**config.mk**
```make
export PLATFORM = sky130hd
export DESIGN_NAME = lfsr_timer
export DESIGN_NICKNAME = d
export VERILOG_FILES = /design/src/rtl/lfsr_timer_pkg.sv /design/src/rtl/lfsr_timer_prescaler.sv /design/src/rtl/lfsr_timer.sv
export SDC_FILE = /design/constraint.sdc
export NUM_CORES = 1
export LEC_CHECK = 0
export CORE_ASPECT_RATIO = 0.9
export CORE_MARGIN = 1.5
export CORE_UTILIZATION = 43
export DETAILED_ROUTE_END_ITERATION = 16
export GPL_ROUTABILITY_DRIVEN = 0
export GPL_TIMING_DRIVEN = 0
export PLACE_DENSITY = 0.67
export SLEW_MARGIN = 10
export SYNTH_ARGS = -nofsm -noshare
export SYNTH_HDL_FRONTEND = slang
export SYNTH_SLANG_ARGS = --single-unit
```
**constraint.sdc**
```tcl
create_clock -name clk -period 2 [get_ports clk]
set_input_delay 0.3 -clock clk [delete_from_list [all_inputs] [get_ports clk]]
set_output_delay 0.3 -clock clk [all_outputs]
set_load 0.02 [all_outputs]
```
**src/rtl/lfsr_timer_pkg.sv**
```systemverilog
// Shared types and constants for the LFSR timeout generator.
package lfsr_timer_pkg;

    typedef enum logic {
        IDLE = 1'b0,
        RUN  = 1'b1
    } state_t;

    // Default 16-bit polynomial: feedback from bits 15, 4, 2, 1.
    localparam logic [15:0] DEF_TAPS = 16'h8016;
    localparam logic [15:0] DEF_SEED = 16'hFFFF;
    localparam logic [15:0] DEF_TERM = 16'h2167;

    // Small polynomial giving the sequence F,E,C,8 (base period 4).
    localparam logic [3:0] TEST_TAPS = 4'hC;
    localparam logic [3:0] TEST_SEED = 4'hF;
    localparam logic [3:0] TEST_TERM = 4'h8;

endpackage

```
**src/rtl/lfsr_timer_prescaler.sv**
```systemverilog
// LFSR prescaler: steps the register while advance is high and emits a
// registered match pulse on reaching TERM. Optional LFSR_TIMER_LOCKUP_EN adds zero-state recovery.
module lfsr_prescaler #(
    parameter int unsigned        WIDTH = 16,
    parameter logic [WIDTH-1:0]   TAPS  = 16'h8016,
    parameter logic [WIDTH-1:0]   SEED  = 16'hFFFF,
    parameter logic [WIDTH-1:0]   TERM  = 16'h2167
) (
    input  logic             clk,
    input  logic             rst,
    input  logic             advance,
    input  logic             reseed,
    output logic             match,
    output logic             at_term,
`ifdef LFSR_TIMER_LOCKUP_EN
    output logic             zero,
`endif
    output logic [WIDTH-1:0] lfsr
);

    logic feedback;

    assign feedback = ^(lfsr & TAPS);
    assign at_term  = (lfsr == TERM);
`ifdef LFSR_TIMER_LOCKUP_EN
    assign zero     = (lfsr == '0);
`endif

    always_ff @(posedge clk or negedge rst) begin
        if (!rst) begin
            lfsr  <= SEED;
            match <= 1'b0;
        end else begin
            match <= 1'b0;
            if (reseed) begin
                lfsr <= SEED;
`ifdef LFSR_TIMER_LOCKUP_EN
            end else if (zero) begin
                lfsr <= SEED;
`endif
            end else if (advance) begin
                if (at_term) begin
                    lfsr  <= SEED;
                    match <= 1'b1;
                end else begin
                    lfsr <= {lfsr[WIDTH-2:0], feedback};
                end
            end
        end
    end

endmodule

```
**src/rtl/lfsr_timer.sv**
```systemverilog
// Programmable LFSR-based timeout: prescaler base tick plus a cascaded down-counter.
// Define LFSR_TIMER_LOCKUP_EN to add the lockup output and zero-state recovery.
module lfsr_timer
    import lfsr_timer_pkg::*;
#(
    parameter int unsigned        WIDTH = 16,
    parameter logic [WIDTH-1:0]   TAPS  = DEF_TAPS,
    parameter logic [WIDTH-1:0]   SEED  = DEF_SEED,
    parameter logic [WIDTH-1:0]   TERM  = DEF_TERM,
    parameter int unsigned        CNT_W = 8
) (
    input  logic             clk,
    input  logic             rst,
    input  logic             start,
    input  logic             stop,
    input  logic             enable,
    input  logic             periodic,
    input  logic [CNT_W-1:0] count_in,
    output logic             tick,
    output logic             done,
    output logic             busy,
`ifdef LFSR_TIMER_LOCKUP_EN
    output logic             lockup,
`endif
    output logic [CNT_W-1:0] remaining
);

    state_t             state, state_next;
    logic [CNT_W-1:0]   reload, reload_next, rem_next;
    logic               mode, mode_next, done_next;
    logic               advance, reseed, at_term;
    logic [WIDTH-1:0]   lfsr;
`ifdef LFSR_TIMER_LOCKUP_EN
    logic               zero;
`endif

    lfsr_prescaler #(
        .WIDTH (WIDTH),
        .TAPS  (TAPS),
        .SEED  (SEED),
        .TERM  (TERM)
    ) u_prescaler (
        .clk     (clk),
        .rst     (rst),
        .advance (advance),
        .reseed  (reseed),
        .match   (tick),
        .at_term (at_term),
`ifdef LFSR_TIMER_LOCKUP_EN
        .zero    (zero),
`endif
        .lfsr    (lfsr)
    );

    assign busy = (state == RUN);

    always_comb begin
        state_next  = state;
        rem_next    = remaining;
        reload_next = reload;
        mode_next   = mode;
        done_next   = 1'b0;
        advance     = 1'b0;
        reseed      = 1'b0;
        case (state)
            IDLE: begin
                reseed = 1'b1;
                if (start && !stop) begin
                    reload_next = count_in;
                    mode_next   = periodic;
                    if (count_in != '0) begin
                        state_next = RUN;
                        rem_next   = count_in;
                    end else begin
                        done_next = 1'b1;
                    end
                end
            end
            RUN: begin
                if (stop) begin
                    state_next = IDLE;
                    rem_next   = '0;
                    reseed     = 1'b1;
                end else if (start) begin
                    reseed      = 1'b1;
                    reload_next = count_in;
                    mode_next   = periodic;
                    if (count_in != '0) begin
                        rem_next = count_in;
                    end else begin
                        state_next = IDLE;
                        rem_next   = '0;
                        done_next  = 1'b1;
                    end
                end else begin
                    advance = enable;
                    // The counter acts on the already-registered tick, so a tick
                    // landing in a paused cycle still takes effect.
                    if (tick) begin
                        if (remaining == CNT_W'(1)) begin
                            if (mode) begin
                                rem_next = reload;
                            end else begin
                                state_next = IDLE;
                                rem_next   = '0;
                                reseed     = 1'b1;
                            end
                        end else begin
                            rem_next = remaining - CNT_W'(1);
                        end
                    end
                    if (enable && at_term && remaining == CNT_W'(1)) begin
                        done_next = 1'b1;
                    end
                end
            end
            default: begin
                state_next = IDLE;
                reseed     = 1'b1;
            end
        endcase
    end

    always_ff @(posedge clk or negedge rst) begin
        if (!rst) begin
            state     <= IDLE;
            remaining <= '0;
            reload    <= '0;
            mode      <= 1'b0;
            done      <= 1'b0;
        end else begin
            state     <= state_next;
            remaining <= rem_next;
            reload    <= reload_next;
            mode      <= mode_next;
            done      <= done_next;
        end
    end

`ifdef LFSR_TIMER_LOCKUP_EN
    always_ff @(posedge clk or negedge rst) begin
        if (!rst) begin
            lockup <= 1'b0;
        end else if (start && !stop) begin
            lockup <= 1'b0;
        end else if (state == RUN && zero) begin
            lockup <= 1'b1;
        end
    end
`endif

endmodule

```
# ---- Word level (Yosys, flattened, before mapping)
# Cells that the tools add are included.
dict set report op_classes {
  add_sub_neg 1
  n_eq_ne 7
  mux 46
  n_bitwise 1
  n_reduce_logical 9
}
# cell n
set op_table {}
lappend op_table {{8-bit 2-to-1 mux} 11}
lappend op_table {{16-bit 2-to-1 mux} 3}
lappend op_table {{8-bit one-hot mux with 2 select lines} 2}
lappend op_table {{1-bit 2-to-1 mux} 26}
lappend op_table {{16-bit by 14-bit equality test with 1-bit output (second input constant)} 1}
lappend op_table {{16-bit XOR reduction} 1}
lappend op_table {{8-bit by 1-bit equality test with 1-bit output (second input constant)} 1}
lappend op_table {{2-bit inequality test (second input constant)} 4}
lappend op_table {{1-bit one-hot mux with 2 select lines} 4}
lappend op_table {{8-bit nonzero test} 1}
lappend op_table {{8-bit by 1-bit subtractor with 8-bit output (second input constant)} 1}
lappend op_table {{3-bit AND reduction} 2}
lappend op_table {{4-bit by 3-bit inequality test with 1-bit output (second input constant)} 1}
lappend op_table {{1-bit logical AND} 3}
lappend op_table {{2-bit nonzero test} 1}
lappend op_table {{1-bit zero test} 1}
lappend op_table {{1-bit inverter} 1}
dict set report word_totals {
  regBits 36
  inputBits 14
  out_inout_bits 11
  elab_cells 71
}

# ---- Depth between registers and ports, before layout
# Gate-level depths: netlist of run 1.
dict set report depth {
  word_depth 7
  ltp_mapped 7
  depth_no_buf 7
}

# ---- By module
# From an unflattened synthesis of run 1, not the netlist that was laid out.
dict set report unflattened {
  hier_cells 182
  hier_area_um2 1971.9
}
# module instances cells_each area_each_um2 seq_area_each_um2
set by_module_without_submodules {}
lappend by_module_without_submodules {lfsr_timer 1 126 1203.7 475.5}
lappend by_module_without_submodules {lfsr_prescaler 1 56 768.2 445.4}

# ---- Worst setup path before layout of run 1
# Ideal clock, no wire load.
dict set report synth_timing {
  path_kind {register to register}
  from {register remaining[1]}
  to {register remaining[0]}
  setup_ps 118
  t_arrival_ps 1878
  required_ps 1882
  setup_slack_ps 4
  stages_incl_launch_ff 8
  path_buffers 0
  period_less_slack_ps 1996
  cell_sequence {dfrtp_1 -> inv_1 -> ha_1 -> or4b_4 -> nor2_8 -> nand2_2 -> a32o_1 -> a21o_1}
}
dict set report synth_via {
  elab_chain_cells 6
}
# element line_no
set synth_rtl {}
lappend synth_rtl {{start, declared} lfsr_timer.sv:25} ;# output logic [CNT_W-1:0] remaining
lappend synth_rtl {{start signal, assigned} lfsr_timer.sv:133} ;# remaining <= rem_next;
lappend synth_rtl {{8-bit by 1-bit equality test with 1-bit output} lfsr_timer.sv:100} ;# if (remaining == CNT_W'(1)) begin
lappend synth_rtl {{8-bit 2-to-1 mux} lfsr_timer.sv:100}
lappend synth_rtl {{8-bit 2-to-1 mux} lfsr_timer.sv:99} ;# if (tick) begin
lappend synth_rtl {{8-bit 2-to-1 mux} lfsr_timer.sv:84} ;# end else if (start) begin
lappend synth_rtl {{8-bit 2-to-1 mux} lfsr_timer.sv:80} ;# if (stop) begin
lappend synth_rtl {{8-bit one-hot mux with 2 select lines} lfsr_timer.sv:65} ;# case (state)
# Every way passes these cells. The select of a mux whose other input is x is not followed.
# A chain may end at the register's enable or synchronous reset.

# ---- Worst setup path in the final report of run 1
dict set report layout_timing {
  from {register remaining[0]}
  to {register remaining[0]}
}
dict set report layout_via {
  elab_chain_cells 6
  word_cells_on_any_way 7
  classes_between {add/sub (1); eq/ne (1); mux (5)}
}
# element line_no
set layout_rtl {}
lappend layout_rtl {{8-bit by 1-bit subtractor with 8-bit output or 8-bit by 1-bit equality test with 1-bit output (tied branches)} {lfsr_timer.sv:109, lfsr_timer.sv:100}}
lappend layout_rtl {{8-bit 2-to-1 mux (*)} lfsr_timer.sv:100}
lappend layout_rtl {{8-bit 2-to-1 mux (*)} lfsr_timer.sv:99}
lappend layout_rtl {{8-bit 2-to-1 mux (*)} lfsr_timer.sv:84}
lappend layout_rtl {{8-bit 2-to-1 mux (*)} lfsr_timer.sv:80}
lappend layout_rtl {{8-bit one-hot mux with 2 select lines (*)} lfsr_timer.sv:65}
# Mark *: on every way between the ends. The rest lies on a longest branch, timed or not. The select of a mux whose other input is x is not followed.

==> out/qor.yml, run 1 <==
synth_fp_nets: 207
grt_use_total_pct: 19.61
whs_ns: 0.08406
fmax_ghz: 0.5242
min-delay-path-class: "in2async"
crit_start: "remaining[0]$_DFFE_PN0P_"
clkTransAtPathRegs_ns: 0.07
cts_hold_buffers: 0
nNetsFinal: 241
syn_inst: 191
drt_iter0_markers: 87
avgSynthCellArea_sq_um: 10.06
finalCritPeriodShare_pct: 95.39
num_vias: 1614
combinationalPowerShare_pct: 21.5
grt_pass1_wl_microns: 7224
core_area_sq_um: 4184
ys_types: 48
yosysWarnings: 0
slew_violations: 0
crit_cells: 6
die_w_microns: 73.45
cts_tree: "yes"
run_status: "finished, final reports clean"
worst-path-max-fanout: 8
grt_max_degree: 37
seq_power_share_pct: 46.6
layout_common_cells: "28 x nand2_1, 22 x clkdlybuf4s50_1, 20 x dfrtp_1"
ys_seq_area_share_pct: 47.95
preCtsSetupSlack_ns: -0.2842
yosys.area.top_type: "dfrtp_1"
synth_edf_count: 0
yosysTopAreaCellShare_pct: 26.06
io_pins: 25
crit_chain: "ha_4, or4b_4, nor2_8, nand2_2, a32o_1, a21o_1"
cts.htree.levels: 2
layout_setup_ws_ns: 0.09216
synth-seq-cells: 36
p_clk_share_pct: 31.9
p_per_area_nw_per_um2: 759.8
worst_pin_slew_ns: 0.7894
cts-root-buf: "clkbuf_8"
fin_skew_ns: 0.008697
r2r_setup_slack_ns: 0.09
via_per_inst: 5.643
leakagePower_uw: 0.0009478
cts_buffer_depth: 2
reg2regPathDepth: 6
end_kind: "flop"
r2r_end: "remaining[0]$_DFFE_PN0P_"
cp.arrival_ns: 2.09
drc: 0
cts_buffers: 5
dp_hpwl_microns: 2955
crit_type: "reg2reg"
rows: 22
final-setup-viol-count: 0
period_needed_ns: 1.908
worstPathRequired_ns: 2.19
grt_overflow: 0
slew_headroom_pct: 47.38
critPathBufInv: 0
synth_top_flop_cell: "dfrtp_1"
syn_to_final_growth_pct: 24.56
nFillCells: 380
drv_cap: 0
die_h_microns: 66.40
netlist_area_sq_um: 1921
post_drt_wl_per_cell_microns: 15.14
power_switching_uw: 537.0
grt_pass1_vias: 1491
r2r-start: "remaining[0]$_DFFE_PN0P_"
synth_area_leaders: "dfrtp_1 26%, dfstp_2 22%, nand2_1 5.5%, o21ai_0 3.9%, mux2i_1 3.6%"
async_reset_ff_share_pct: 100.0
startpoint_type: "flop"
port-buffer-count: 23
num_antenna_cells: 0
routed_wl_microns: 4330
internal-power_uw: 1281
grt_antenna_before_repair: 0
swShare_pct: 29.55
ir_drop_uv: 490.1
die_area_sq_um: 4877
critPathTopFamily: "simple AND/OR/NAND/NOR gates"
rsz0062_at_grt: "no"
dr.pass1.iters: 4
ant_nets: 0
insertion_delay_ns: 0.29
cpPeakStageDelay_ns: 0.51
final_common_cell: "nand2_1"
drive_above_1_share_pct: 22.57
crit_path_top_delay_cell: "or4b_4"
initial_utilization_pct: 45.90
cts.sinks: 36
hold_viol_final: 0
==> stage by stage <==
| stage | setup TNS [ns] | std cells | util, % | total power (uW) | area, sq um |
|---|---|---|---|---|---|
| 2_1_floorplan | 0 | 191 | - | 1071 | 1921 |
| 5_1_grt | 0 | 286 | 57.18 | 1903 | 2392 |
| 3_3_place_gp | -6.874 | 274 | 53.20 | 1222 | 2226 |
| 4_1_cts | 0 | 285 | 56.13 | 1813 | 2349 |
| 6_report | 0 | 286 | 57.18 | 1818 | 2392 |
| 3_5_place_dp | -5.075 | 274 | 53.08 | 1229 | 2221 |
==> layer usage <==
| metal | vias to the layer above | track usage, % | wire length (microns) |
|---|---|---|---|
| met2 | 56 | 28.15 | 1924 |
| met3 | 9 | 4.116 | 220 |
| met1 | 786 | 28.45 | 2116 |
| met5 | - | 0 | 0 |
| met4 | 0 | 7.870 | 68 |
| li1 | 763 | - | - |
==> kinds of logic after synthesis <==
group | count (synthesis) | synth area share [%]
buf+inv | 12 | 2.671
fa+ha+maj | 2 | 1.303
mux | 13 | 7.166
compound gates | 41 | 14.07
flops | 36 | 47.95
simple gates | 83 | 25.02
xor+xnor | 4 | 1.824
==> worst register-to-register path: stages (launching register included) <==
cell and delay [ns]:
dfrtp_1 0.45, ha_4 0.18, or4b_4 0.51, nor2_8 0.18, nand2_2 0.06, a32o_1 0.26
a21o_1 0.17
==> layout make-up <==
type | count | area (sq um) | share of cell area, %
Buffer | 8 | 41.29 | 1.726
Clock buffer | 8 | 100.1 | 4.184
Inverter | 4 | 15.01 | 0.6276
Multi-Input combinational cell | 143 | 984.7 | 41.16
Sequential cell | 36 | 920.9 | 38.49
Tap cell | 60 | 75.07 | 3.138
Timing Repair Buffer | 27 | 255.2 | 10.67
==> Yosys cell counts (3+ instances only) <==
library cell and count:
a21oi_1 6, a31oi_1 5, a32o_1 3, clkbuf_1 3
dfrtp_1 20, dfstp_2 16, inv_1 4, mux2_2 6
mux2i_1 7, nand2_1 28, nand3_1 5, nand3b_1 9
nand4_1 4, nor2_1 12, o21ai_0 15, or4_1 3
xnor2_1 4
==> sequential cells by signal, summed over array words and instances, names as in the netlist <==
register and flops:
done 1, u_prescaler.lfsr 16, u_prescaler.match 1, remaining 8
busy 1, mode 1, reload 8
==> how the worst max path moves through the flow <==
| stage | end | slack (ns) |
|---|---|---|
| after detailed placement | u_prescaler.lfsr[10]$_DFFE_PN1P_ | -0.28 |
| after global routing | remaining[0]$_DFFE_PN0P_ | 0.01 |
| final | remaining[0]$_DFFE_PN0P_ | 0.09 |
| after floorplan | remaining[0]$_DFFE_PN0P_ | 0.004 |
| after CTS | remaining[0]$_DFFE_PN0P_ | 0.02 |
| after global placement | u_prescaler.lfsr[6]$_DFFE_PN1P_ | -0.27 |
==> power by group through the flow <==
stage | Combinational, uW | Clock (uW) | Sequential (uW)
floorplan | 189 | 0 | 882
global placement | 368 | 0 | 854
detailed placement | 370 | 0 | 859
CTS | 381 | 588 | 844
global route | 426 | 621 | 856
finish | 390 | 580 | 847
==> repair_timing <==
| action | CTS | global route |
|---|---|---|
| gates cloned | 0 | 0 |
| pin swaps | 1 | 2 |
| buffers inserted | 3 | 1 |
| endpoints found under the setup margin | 13 | 21 |
| resized for setup | 2 | 7 |
Note: power is estimated with default switching activity, not from simulation.
==> run 2: changes to the inputs <==
Settings changed: CTS_CLUSTER_SIZE set to 30.
==> results of run 2 <==
Same layout as run 1: the final DEF is identical, and so are final timing and power.
==> run 3: changes to the inputs <==
Settings changed: CORE_UTILIZATION 43 to 49, HOLD_SLACK_MARGIN set to 0.08, PLACE_DENSITY 0.67 to 0.75, SETUP_SLACK_MARGIN set to 0.02.
==> out/qor.yml, run 3 (synthesis gave the netlist of run 1 again) <==
run_status: "finished, final reports clean"
slew_headroom_pct: 47.71  # +0.34 points
startpoint_type: "input pin"
final-setup-viol-count: 0  # unchanged
crit_type: "in2reg"
cts-root-buf: "clkbuf_8"
hold_viol_final: 0  # unchanged
drc: 0  # unchanged
dp_hpwl_microns: 3118  # +5.5%
reg_top3: "u_prescaler.lfsr (16), reload (8), remaining (8)"
core_area_sq_um: 3731  # -11%
leakagePower_uw: 0.0009771  # +3.1%
use_met1_pct: 35.81  # +7.4 points
ir_drop_uv: 508.4  # +3.7%
layout_common_cells: "28 x nand2_1, 22 x clkdlybuf4s50_1, 18 x dfrtp_1"
initial_utilization_pct: 51.48  # +5.6 points
register_area_sq_um: 923.4  # +0.27%
grt_use_total_pct: 24.32  # +4.7 points
nFillCells: 292  # -23%
die_w_microns: 69.00  # -6.1%
cts_buffer_depth: 2  # unchanged
grt_pass1_wl_microns: 7810  # +8.1%
rows: 21  # -4.5%
cts_hold_buffers: 0  # unchanged
num_vias: 1672  # +3.6%
grt_antenna_before_repair: 0  # unchanged
die_area_sq_um: 4305  # -12%
met2_usage_pct: 33.41  # +5.3 points
port-buffer-count: 23  # unchanged
cp.arrival_ns: 2.13  # +0.04 ns
placed_area_sq_um: 2205  # -0.73%
grt_overflow: 0  # unchanged
drive_above_1_share_pct: 26.29  # +3.7 points
ant_nets: 0  # unchanged
cts.htree.levels: 2  # unchanged
via_per_inst: 6.014  # +6.6%
grt_pass1_vias: 1663  # +12%
regMostFlops: "u_prescaler.lfsr"
grt_max_degree: 37  # unchanged
met3_usage_pct: 7.748  # +3.6 points
cts_tree: "yes"
dr.pass1.iters: 5  # +1
die_h_microns: 62.40  # -6.0%
io_pins: 25  # unchanged
largest_reg_flops: 16  # unchanged
finalCritPeriodShare_pct: 96.47  # +1.1 points
fin_skew_ns: 0.007910  # -0.0007872 ns
drv_cap: 0  # unchanged
worst_pin_slew_ns: 0.7843  # -0.005065 ns
fmax_ghz: 0.5183  # -1.1%
multi_input_area_sq_um: 991.0  # +0.64%
setup_tns_ns: 0  # unchanged
min-delay-path-class: "in2async"
nNetsFinal: 247  # +2.5%
worst-path-max-fanout: 10  # +2
p_per_area_nw_per_um2: 740.1  # -2.6%
cts.sinks: 36  # unchanged
fin_area_sq_um: 2429  # +1.5%
grt-busiest-layer: "met1"
insertion_delay_ns: 0.29  # about the same
slew_violations: 0  # unchanged
period_needed_ns: 1.929  # +0.02166 ns
syn_to_final_growth_pct: 26.45
routed_wl_microns: 4674  # +7.9%
end_kind: "flop"
cts_buffers: 5  # unchanged
worstPathRequired_ns: 2.20  # about the same
clkTransAtPathRegs_ns: 0.07  # about the same
post_drt_wl_per_cell_microns: 16.81  # +11%
drt_iter0_markers: 100  # +15%
finish.utilization_pct: 65.09  # +7.9 points
num_antenna_cells: 0  # unchanged
final_common_cell: "nand2_1"
-- run 3: cell count changes in the layout (fill, tap and decap cells not counted), moves of 2 or more --
| cell | previous run | this run |
|---|---|---|
| buf_6 | 0 | 2 |
| a21oi_2 | 0 | 2 |
| clkinv_2 | 0 | 2 |
| dfrtp_2 | 0 | 2 |
| dfrtp_1 | 20 | 18 |
| a21oi_1 | 6 | 4 |
| buf_4 | 6 | 11 |
-- run 3: area by class of cell --
type                       count  share of cell area (%)
multi-input combinational    143                   40.80
sequential                    36                   38.02
timing repair buffer          33                   12.52
clock buffer                   6                   3.400
tap                           46                   2.370
buffer                         8                   1.855
inverter                       4                  0.6182
clock inverter                 2                  0.4122
-- run 3: power by group --
part	switching [uW]	internal (uW)	total [uW]
Clock	261	275	536
Combinational	222	185	407
Sequential	66.0	788	854
Total	550	1250	1800
-- run 3: what timing repair did --
item,4_1_cts,5_1_grt
setup buffers,3,6
endpoints found under the setup margin,16,18
pin swaps,1,6
gates cloned,0,1
gates resized for setup,7,11
-- run 3: through the flow --
step                instances  setup slack [ns]  total power (uW)  hold WS [ns]
finish                    278           0.07050              1797       0.09005
global route              278         -0.001693              1890        0.1481
CTS                       271           0.03328              1779        0.1153
detailed placement        260           -0.3020              1237        0.4265
global placement          260           -0.2405              1218        0.4667
floorplan                 191           0.03433              1071      0.004409
-- run 3: worst paths after layout --
check | startpoint | to | slack [ns] | cells past startpoint
worst min-delay path | rst | remaining[6]$_DFFE_PN0P_ | 0.09 | 1
worst max register to register | remaining[1]$_DFFE_PN0P_ | busy$_DFF_PN0_ | 0.08 | 7
max in group asynchronous | rst | remaining[0]$_DFFE_PN0P_ | 1.36 | 1
worst min register to register | reload[1]$_DFFE_PN0P_ | reload[1]$_DFFE_PN0P_ | 0.50 | 1
min in group clk | enable | u_prescaler.lfsr[1]$_DFFE_PN1P_ | 0.42 | 3
worst max-delay path | count_in[4] | remaining[5]$_DFFE_PN0P_ | 0.07 | 6
-- run 3: routing by layer --
metal | vias up | share of wire [%]
met3 | 17 | 7.2
met2 | 79 | 45
met5 | - | 0
met4 | 0 | 2.0
li1 | 775 | -
met1 | 801 | 46
-- run 3: worst max-delay path: stages --
cell and delay [ns]:
clkdlybuf4s50_1 0.44, or4_1 0.60, nor2_2 0.24, o21ai_4 0.14, buf_4 0.22, a41oi_1 0.18
